<file path="src/rtl/str_fifo.sv">
// str_fifo: AXI4-Stream buffer holding up to DEPTH beats of {tlast, tdata}.
// Decouples a stream source (s_ port) from a stream drain (m_ port).
// s_tready, m_tvalid, m_tdata and m_tlast all come straight from flops.
//
// Optional build macro: STR_FIFO_PKT_EN
//   Undefined: cut-through; m_tvalid whenever the FIFO holds a beat.
//   Defined:   store-and-forward; m_tvalid waits for a complete packet
//              (a buffered tlast) unless the FIFO is full.
//
// Ports:
//   clk       system clock, rising edge
//   rst       asynchronous reset, active low
//   s_tvalid  / s_tready / s_tdata / s_tlast   input stream
//   m_tvalid  / m_tready / m_tdata / m_tlast   output stream
//   count     current occupancy, 0..DEPTH
module str_fifo #(
  parameter  int DW    = 32,
  parameter  int DEPTH = 4,
  localparam int AW    = $clog2(DEPTH)
) (
  input  logic          clk,
  input  logic          rst,
  input  logic          s_tvalid,
  output logic          s_tready,
  input  logic [DW-1:0] s_tdata,
  input  logic          s_tlast,
  output logic          m_tvalid,
  input  logic          m_tready,
  output logic [DW-1:0] m_tdata,
  output logic          m_tlast,
  output logic [AW:0]   count
);

  localparam logic [AW:0] FULL = (AW+1)'(DEPTH);

  logic [DW:0]   mem_q [DEPTH];
  logic [DW:0]   mem_d [DEPTH];
  logic [AW-1:0] wptr_q, wptr_d;
  logic [AW-1:0] rptr_q, rptr_d;
  logic [AW:0]   count_q, count_d;
  logic          s_tready_q, s_tready_d;
  logic          m_tvalid_q, m_tvalid_d;
  logic [DW-1:0] m_tdata_q, m_tdata_d;
  logic          m_tlast_q, m_tlast_d;
  logic          push, pop;
  logic [AW:0]   count_after_pop;
`ifdef STR_FIFO_PKT_EN
  logic [AW:0]   pkt_cnt_q, pkt_cnt_d;
`endif

  always_comb begin
    push = s_tvalid & s_tready_q;
    pop  = m_tvalid_q & m_tready;

    mem_d = mem_q;
    if (push) mem_d[wptr_q] = {s_tlast, s_tdata};

    wptr_d          = wptr_q + AW'(push);
    rptr_d          = rptr_q + AW'(pop);
    count_after_pop = count_q - (AW+1)'(pop);
    count_d         = count_after_pop + (AW+1)'(push);
    s_tready_d      = (count_d != FULL);

    // Output register always tracks the head entry. When the FIFO drains to
    // empty on this edge and a beat arrives, that beat becomes the head and
    // has not reached storage yet, so take it straight from the input.
    if (push && (count_after_pop == '0)) begin
      m_tdata_d = s_tdata;
      m_tlast_d = s_tlast;
    end else begin
      {m_tlast_d, m_tdata_d} = mem_q[rptr_d];
    end

`ifdef STR_FIFO_PKT_EN
    pkt_cnt_d = pkt_cnt_q + (AW+1)'(push & s_tlast) - (AW+1)'(pop & m_tlast_q);
    // Full override lets packets longer than DEPTH flow cut-through; the
    // last term keeps an already-offered beat valid until it is taken.
    m_tvalid_d = (count_d != '0) &&
                 ((pkt_cnt_d != '0) || (count_d == FULL) || (m_tvalid_q && !pop));
`else
    m_tvalid_d = (count_d != '0);
`endif
  end

  // Storage: no reset, contents are don't-care until written.
  always_ff @(posedge clk) begin
    mem_q <= mem_d;
  end

  always_ff @(posedge clk or negedge rst) begin
    if (!rst) begin
      wptr_q     <= '0;
      rptr_q     <= '0;
      count_q    <= '0;
      s_tready_q <= 1'b0;
      m_tvalid_q <= 1'b0;
      m_tdata_q  <= '0;
      m_tlast_q  <= 1'b0;
`ifdef STR_FIFO_PKT_EN
      pkt_cnt_q  <= '0;
`endif
    end else begin
      wptr_q     <= wptr_d;
      rptr_q     <= rptr_d;
      count_q    <= count_d;
      s_tready_q <= s_tready_d;
      m_tvalid_q <= m_tvalid_d;
      m_tdata_q  <= m_tdata_d;
      m_tlast_q  <= m_tlast_d;
`ifdef STR_FIFO_PKT_EN
      pkt_cnt_q  <= pkt_cnt_d;
`endif
    end
  end

  assign s_tready = s_tready_q;
  assign m_tvalid = m_tvalid_q;
  assign m_tdata  = m_tdata_q;
  assign m_tlast  = m_tlast_q;
  assign count    = count_q;

endmodule

</file>
<file path="config.mk">
export PLATFORM = sky130hd
export DESIGN_NAME = str_fifo
export DESIGN_NICKNAME = d
export VERILOG_FILES = /design/src/rtl/str_fifo.sv
export SDC_FILE = /design/constraint.sdc
export NUM_CORES = 1
export LEC_CHECK = 0
export ABC_AREA = 0
export CORE_MARGIN = 4
export CORE_UTILIZATION = 36
export CTS_CLUSTER_DIAMETER = 200
export CTS_CLUSTER_SIZE = 20
export DETAILED_ROUTE_END_ITERATION = 8
export DONT_BUFFER_PORTS = 1
export PLACE_DENSITY_LB_ADDON = 0.2
export SETUP_SLACK_MARGIN = 0.15
export SYNTH_ARGS = -nofsm -noshare
export SYNTH_HDL_FRONTEND = slang
export SYNTH_SLANG_ARGS = --single-unit
</file>
<file path="constraint.sdc">
create_clock -name clk -period 9.3 [get_ports clk]
set_clock_uncertainty 0.2 [all_clocks]
set_input_delay 1.86 -clock clk [delete_from_list [all_inputs] [get_ports clk]]
set_output_delay 1.86 -clock clk [all_outputs]
set_load 0.01 [all_outputs]
</file>
# Word-level counts from Yosys, hierarchy flattened
# Index checks and enable logic that the tools add are counted.
dict set report totals {
  output_inout_bits 38
  in_bits 37
  register_bits 174
}
dict set report op_classes {
  order_cmp 3
  add_sub_neg 4
  n_eq_ne 1
  n_reduce_logical 4
  bitwise_logic 4
  muxes 8
}
# cell n
set ops {}
lappend ops {{132-bit bitwise mux} 1}
lappend ops {{33-bit two-way mux} 3}
lappend ops {{33-bit binary-select mux with 2-bit select} 1}
lappend ops {{33-bit demux with 2-bit select} 1}
lappend ops {{32-bit two-way mux} 1}
lappend ops {{3-bit greater-or-equal comparator (second input constant)} 2}
lappend ops {{2-bit NOT with 3-bit output} 2}
lappend ops {{2-bit by 1-bit adder with 2-bit output} 2}
lappend ops {{3-bit by 1-bit adder with 3-bit output} 1}
lappend ops {{3-bit zero test} 1}
lappend ops {{3-bit by 1-bit less-than comparator with 1-bit output (second input constant)} 1}
lappend ops {{3-bit != test (second input constant)} 1}
lappend ops {{3-bit nonzero test} 1}
lappend ops {{3-bit by 1-bit subtractor with 3-bit output} 1}
lappend ops {{1-bit AND} 2}
lappend ops {{1-bit logical AND} 2}
lappend ops {{1-bit two-way mux} 1}

# Longest topological paths before layout
# Gate-level depths: netlist of run 1.
dict set report logic_depth {
  depth_word 7
  mapped_depth 7
  depth_no_buf 7
}

# Least setup slack after synthesis of run 1
# No wires, ideal clock.
dict set report synth_path {
  path_type {input -> register}
  from {in s_tvalid}
  to {reg mem_q[66] (netlist bit) (enable)}
  arrival_time_ps 4501
  t_required_ps 8629
  setup_ps 471
  path_buffers 0
  stages 2
  slack_ps 4128
  cell_sequence {nand2_1 nor3b_1}
}
dict set report synth_between {
  elab_chain_cells 1
}
# element line_no
set synth_rtl {}
lappend synth_rtl {{from (decl)} 23} ;# input logic s_tvalid,
lappend synth_rtl {{1-bit AND} 52} ;# push = s_tvalid & s_tready_q;
lappend synth_rtl {{to (signal assigned)} 87} ;# mem_q <= mem_d;
lappend synth_rtl {{to (decl)} 36} ;# logic [DW:0] mem_q [DEPTH];
# No other way between the ends.
# A chain may end at the register's enable or synchronous reset.

# Final worst setup path of run 1
dict set report layout_path {
  from {in m_tready}
  to {reg m_tdata_q[23], in the netlist m_tdata[23]}
}
dict set report layout_between {
  elab_chain_cells 7
  elab_cells_between_ends 10
  cone_classes {add/sub (2); mux (4); bitwise (2); reduce/logical (2)}
}
# element line_no
set layout_rtl {}
lappend layout_rtl {{from (decl)} 28} ;# input logic m_tready,
lappend layout_rtl {{1-bit AND} 53} ;# pop = m_tvalid_q & m_tready;
lappend layout_rtl {{2-bit by 1-bit adder with 2-bit output} 59} ;# rptr_d = rptr_q + AW'(pop);
lappend layout_rtl {{net rptr_d[0]} 39} ;# logic [AW-1:0] rptr_q, rptr_d;
lappend layout_rtl {{2-bit NOT with 3-bit output (implied by the code)} 71} ;# {m_tlast_d, m_tdata_d} = mem_q[rptr_d];
lappend layout_rtl {{33-bit binary-select mux with 2-bit select} 71}
lappend layout_rtl {{33-bit two-way mux (implied by the code) (2 in a row)} 71}
lappend layout_rtl {{32-bit two-way mux} 67} ;# if (push && (count_after_pop == '0)) begin
lappend layout_rtl {{net m_tdata_d[23]} 43} ;# logic [DW-1:0] m_tdata_q, m_tdata_d;
lappend layout_rtl {{to (signal assigned)} 108} ;# m_tdata_q <= m_tdata_d;
lappend layout_rtl {{to (decl)} 43}
# The timed path passes the listed nets, and every way through them passes these cells. The select of a mux whose other input is x is not followed.

==> out/results.ini, run 1 <==
[outcome]
status=finished, final reports clean

[detailed_routing]
routed_wl_um=11920
dr.pass1.iters=4
ant_nets=0
vias_per_cell=5.085
vias=2700
wl_per_cell_um=22.44
drtIter0Drc=149
drc=0

[finish]
fillers=1530
syn_to_final_growth_pct=13.16
antenna_cells=0
layout.cells.non_filler=531
layout.nets=336
final_common_cell=edfxtp_1
final_cell_mix=132 x edfxtp_1, 42 x dfrtp_1, 31 x mux2_2
drive_gt1_share_pct=28.76
postLayoutCellArea_um2=7358

[global_route]
grt_pass1_wl_um=18410
top_usage_layer=met2
grtUsageTotal_pct=12.61
groute.layer.met1.usage_pct=15.73
grt_max_degree=43
grt_pass1_vias=2966
grt.overflow.total=0
grt_use_met2_pct=19.93
grt.met3_usage_pct=5.040
antenna_found_initial=0

[synthesis]
synth-edff-count=132
synth_top_area_share_pct=60.96
synth_top_cells_by_area=edfxtp_1 61%, dfrtp_1 16%, mux4_1 7.3%, mux2_2 5.4%, mux4_2 5.2%
yosys_warnings=0
synthCells=275
synthesis.area_um2=6502
synth_nets=318
synth_cell_types=21
syn_avg_cell_area_um2=23.65
synth_top_area_cell=edfxtp_1
ys_seq_area_share_pct=77.12
ys.flop_type=edfxtp_1
ys_seq_elements=174
synthArstFlopShare_pct=24.14

[clocking]
cts_buffers=17
cts_setup_buffers=0
cts_buffer_depth=2
path_clk_slew_ns=0.06
clock_sinks=174
clkLatencyLatePin_ns=0.42
hold_buffers=0
ctsResizeCount=0
cts_root_buffer=clkbuf_16
cts_tree=done
htreeDepth=4

[place]
dpl.hpwl_um=6564
globalplace.congestion=0.6204
dp.cells=499
placedInstanceArea_um2=6788
port_buffers=0

[timing]
setup_viol=0
maxSlewHeadroom_pct=37.15
hold_ws_ns=0.3668
final.setup.tns_ns=0
final.period_utilization_pct=39.68
maxSlewViolCount=0
tightest_slew_ns=0.9427
rsz0062_at_grt=no
final-hold-violation-count=0
post-route-min-period_ns=3.690
max_clock_freq_mhz=271.0

[die]
core_area_um2=17480
die_w_um=142.4
io_pins=75
fp.dieArea_um2=20280
start_util_pct=37.21
fp-row-count=48
fp.dieH_um=142.4

[critical_path]
crit_path_end_kind=flop
path_class=in -> reg
worst_setup_path_start_kind=input pin
path_max_fanout=34
crit_required_ns=9.40
cp-startpoint=m_tready
worstPathArrival_ns=3.79
reg2reg_from=m_tvalid

[power_and_ir_drop]
cellPowerDensity_nw_per_um2=340.9
peakVddDrop_mv=0.1583
p_leak_nw=2.550

[hold_path]
hold_class=reg -> reg
min_from=wptr_q[1]

[flow_run]
maxCapViolCount=0

==> layout make-up <==
class,count,area (µm²),area share [%]
sequential,174,5015,68.15
multi-input combinational,86,1405,19.10
clock buffer,24,481.7,6.547
tap,225,281.5,3.826
clock inverter,8,88.84,1.207
timing repair buffer,9,67.56,0.9182
inverter,5,18.77,0.2551
==> critical path: stages <==
cell and delay, ns:
and2_1 0.14, ha_2 0.31, buf_4 0.55, mux4_1 0.65
mux2_2 0.27
==> synth_stat cells, types with 2 or more instances <==
| cell | count |
|---|---|
| ha_1 | 6 |
| inv_1 | 5 |
| buf_2 | 3 |
| mux4_1 | 18 |
| dfrtp_1 | 42 |
| edfxtp_1 | 132 |
| buf_6 | 7 |
| mux4_2 | 15 |
| mux2_2 | 31 |
| nor3b_1 | 2 |
| xor2_1 | 3 |
| nand2_1 | 2 |
==> flip-flops by register name, indices dropped and copies added, names as in the netlist <==
register and count:
mem_q 132, m_tdata 32, count 3, rptr_q 2, wptr_q 2, m_tlast 1
m_tvalid 1, s_tready 1
==> through the flow <==
stage                     total power [W]  util [%]  setup slack, ns
final                            0.002508     42.10            5.610
after detailed placement         0.001869     38.84            5.130
after global placement           0.001856     38.84            5.136
after floorplan                  0.001710         -            4.128
after CTS                        0.002558     42.10            5.581
after global routing             0.002657     42.10            5.506
==> cell families (layout without fill, tap and decap cells) <==
| kind of cell | Yosys count | in the layout | share of synthesized area [%] |
|---|---|---|---|
| mux | 66 | 66 | 18.24 |
| xor+xnor | 4 | 4 | 0.6544 |
| simple gates | 10 | 10 | 1.097 |
| buf+inv | 15 | 46 | 1.732 |
| flops | 174 | 174 | 77.12 |
| fa+ha+maj | 6 | 6 | 1.154 |
==> worst paths after layout <==
check	cells after the start	endpoint	slack, ns
worst max-delay path	5	m_tdata[23]	5.61
min in group asynchronous	0	s_tready	0.93
worst max register to register	5	m_tdata[23]	6.59
worst min register to register	1	wptr_q[1]	0.37
max in group asynchronous	0	m_tdata[23]	7.87
worst min-delay path	1	wptr_q[1]	0.37
==> routing by layer <==
layer	share of wire, %	vias to the layer above
li1	-	1157
met1	43	1463
met2	49	67
met3	6.6	13
met4	1.3	0
met5	0	-
==> where the power goes <==
| part | total, W | switching, W | internal, W |
|---|---|---|---|
| registers | 0.00117 | 0.000111 | 0.00106 |
| clock network | 0.000683 | 0.000269 | 0.000413 |
| logic | 0.000656 | 0.000312 | 0.000344 |
Power figures use the tool's default switching activity.
==> run 2, diff against run 1 <==
==> constraint.sdc (replaced) <==
create_clock -name clk -period 3.2 [get_ports clk]
set_clock_uncertainty 0.2 [all_clocks]
set_input_delay 0.64 -clock clk [delete_from_list [all_inputs] [get_ports clk]]
set_output_delay 0.64 -clock clk [all_outputs]
set_load 0.01 [all_outputs]
==> out/results.ini, run 2 (same netlist as run 1, synthesis figures left out) <==
[timing]
rsz0062_at_grt=no  ; unchanged
max_clock_freq_mhz=409.8
tightest_slew_ns=0.4796  ; was 0.9427 ns
final-hold-violation-count=0  ; unchanged
final.period_utilization_pct=76.26
maxSlewViolCount=0  ; unchanged
post-route-min-period_ns=2.440
maxSlewHeadroom_pct=67.95  ; was 37.15%
setup_viol=0  ; unchanged
final.setup.tns_ns=0  ; unchanged

[critical_path]
crit_required_ns=3.30  ; was 9.40 ns
max_stage_delay_ns=0.41  ; was 0.65 ns
cp_common_cell=ha_1
reg2reg_to=m_tdata[2]  ; was m_tdata[23]
crit_path_end_kind=flop  ; unchanged
slowest_stage=dfrtp_1  ; was mux4_1
path_class=reg -> reg  ; was in -> reg
reg2reg_from=m_tvalid  ; unchanged
rrSetupSlack_ns=0.76  ; was 6.59 ns
worstPathArrival_ns=2.54  ; was 3.79 ns
r2r_cells=7  ; was 5
path_cells=and2_1, ha_1, ha_1, xor2_1, nor4_4, buf_12, mux2_2  ; was and2_1, ha_2, buf_4, mux4_1, mux2_2
cp-startpoint=m_tvalid  ; was m_tready
path_max_fanout=33  ; was 34
worst_setup_path_start_kind=flop  ; was input pin

[clocking]
cts_setup_buffers=0  ; unchanged
hold_buffers=2  ; was 0
cts_tree=done  ; unchanged
clock_sinks=174  ; unchanged
cts_buffer_depth=2  ; unchanged
cts_root_buffer=clkbuf_16  ; unchanged
ctsResizeCount=0  ; unchanged
clkLatencyLatePin_ns=0.42  ; about the same
cts_buffers=17  ; unchanged
htreeDepth=4  ; unchanged
path_clk_slew_ns=0.07  ; was 0.06 ns

[finish]
antenna_cells=0  ; unchanged
registers.top_by_ff_count=mem_q  ; unchanged
postLayoutCellArea_um2=7531  ; was 7358 µm²
finalCoreUtilization_pct=43.09  ; was 42.10%
drive_gt1_share_pct=31.61  ; was 28.76%
largest_reg_flops=132  ; unchanged
layout.nets=340  ; was 336
fillers=1467  ; was 1,530
syn_to_final_growth_pct=15.82  ; was 13.16%
final_common_cell=edfxtp_1  ; unchanged
final_cell_mix=132 x edfxtp_1, 42 x dfrtp_1, 31 x mux2_2  ; unchanged

[die]
core_area_um2=17480  ; unchanged
fp.dieH_um=142.4  ; unchanged
io_pins=75  ; unchanged
fp-row-count=48  ; unchanged
fp.dieArea_um2=20280  ; unchanged
start_util_pct=37.21  ; unchanged
die_w_um=142.4  ; unchanged

[hold_path]
whs_endpoint=mem_q[106]  ; was wptr_q[1]
hold-path-cell-count=0  ; was 1
hold_class=in -> reg  ; was reg -> reg
min_from=s_tdata[7]  ; was wptr_q[1]

[detailed_routing]
dr.pass1.iters=4  ; unchanged
vias=2731  ; was 2,700
drtIter0Drc=112  ; was 149
ant_nets=0  ; unchanged
drc=0  ; unchanged
vias_per_cell=5.105  ; was 5.085
routed_wl_um=12070  ; was 11,920 µm
wl_per_cell_um=22.56  ; was 22.44 µm

[flow_run]
maxCapViolCount=0  ; unchanged

[place]
placedInstanceArea_um2=6859  ; was 6788 µm²
dpl.hpwl_um=6659  ; was 6564 µm
port_buffers=0  ; unchanged
globalplace.congestion=0.6340  ; was 0.6204

[global_route]
grtUsageTotal_pct=12.74  ; was 12.61%
grt_max_degree=43  ; unchanged
grt.overflow.total=0  ; unchanged
grt_pass1_wl_um=18700  ; was 18,410 µm
antenna_found_initial=0  ; unchanged
grt_pass1_vias=3015  ; was 2,966

[outcome]
status=finished, final reports clean  ; unchanged

[power_and_ir_drop]
peakVddDrop_mv=0.4783  ; was 0.1583 mV
cellPowerDensity_nw_per_um2=1010  ; was 340.9 nW/µm²
p_leak_nw=2.622  ; was 2.550 nW

run 2: power breakdown:
group	leakage [nW]	switching, W	internal (W)
Sequential	1.69	0.000345	0.00307
Clock	0.301	0.000866	0.00132
Combinational	0.627	0.000922	0.00108
run 2: worst max-delay path: cells and delay by family (launching register included):
family                     cells  cell delay [ns]
muxes                          1             0.37
xor gates and xnor gates       1             0.20
buffers and inverters          1             0.29
DFF                            1             0.41
adders and majority gates      2             0.38
and+or+nand+nor                2             0.47
run 2: per-layer routing:
metal	GRT usage (%)	up-vias	wire (µm)
li1	-	1168	-
met1	15.91	1484	5170
met2	20.25	69	5948
met3	5.746	10	841
met4	3.602	0	112
met5	0	-	0
run 2: final cells by class:
class                           count  area, µm²  share of cell area, %
Multi-Input combinational cell     86       1424                  18.91
Clock buffer                       17      425.4                  5.649
Clock inverter                     15      209.0                  2.775
Timing Repair Buffer               13      157.7                  2.093
Tap cell                          225      281.5                  3.738
Inverter                            5      18.77                 0.2492
Sequential cell                   174       5015                  66.59
run 2: how the worst max path moves through the flow:
stage                              to  slack, ns  cells after the start
after floorplan             mem_q[66]       0.39                      2
after global placement    m_tdata[15]       0.56                      5
after detailed placement   m_tdata[2]       0.53                      7
after CTS                  m_tdata[2]       0.72                      7
after global routing       m_tdata[2]       0.61                      7
final                      m_tdata[2]       0.76                      7
run 2: metrics by stage:
stage          total power [W]  worst slack [ns]  cells  hold slack (ns)
6_report              0.007607            0.7595    535           0.1129
5_1_grt               0.008032            0.6126    535          0.07305
4_1_cts               0.007765            0.7199    535          0.08694
3_5_place_dp          0.005535            0.5286    501           0.1459
3_3_place_gp          0.005504            0.5558    501           0.1461
2_1_floorplan         0.004967            0.3856    275           0.1444
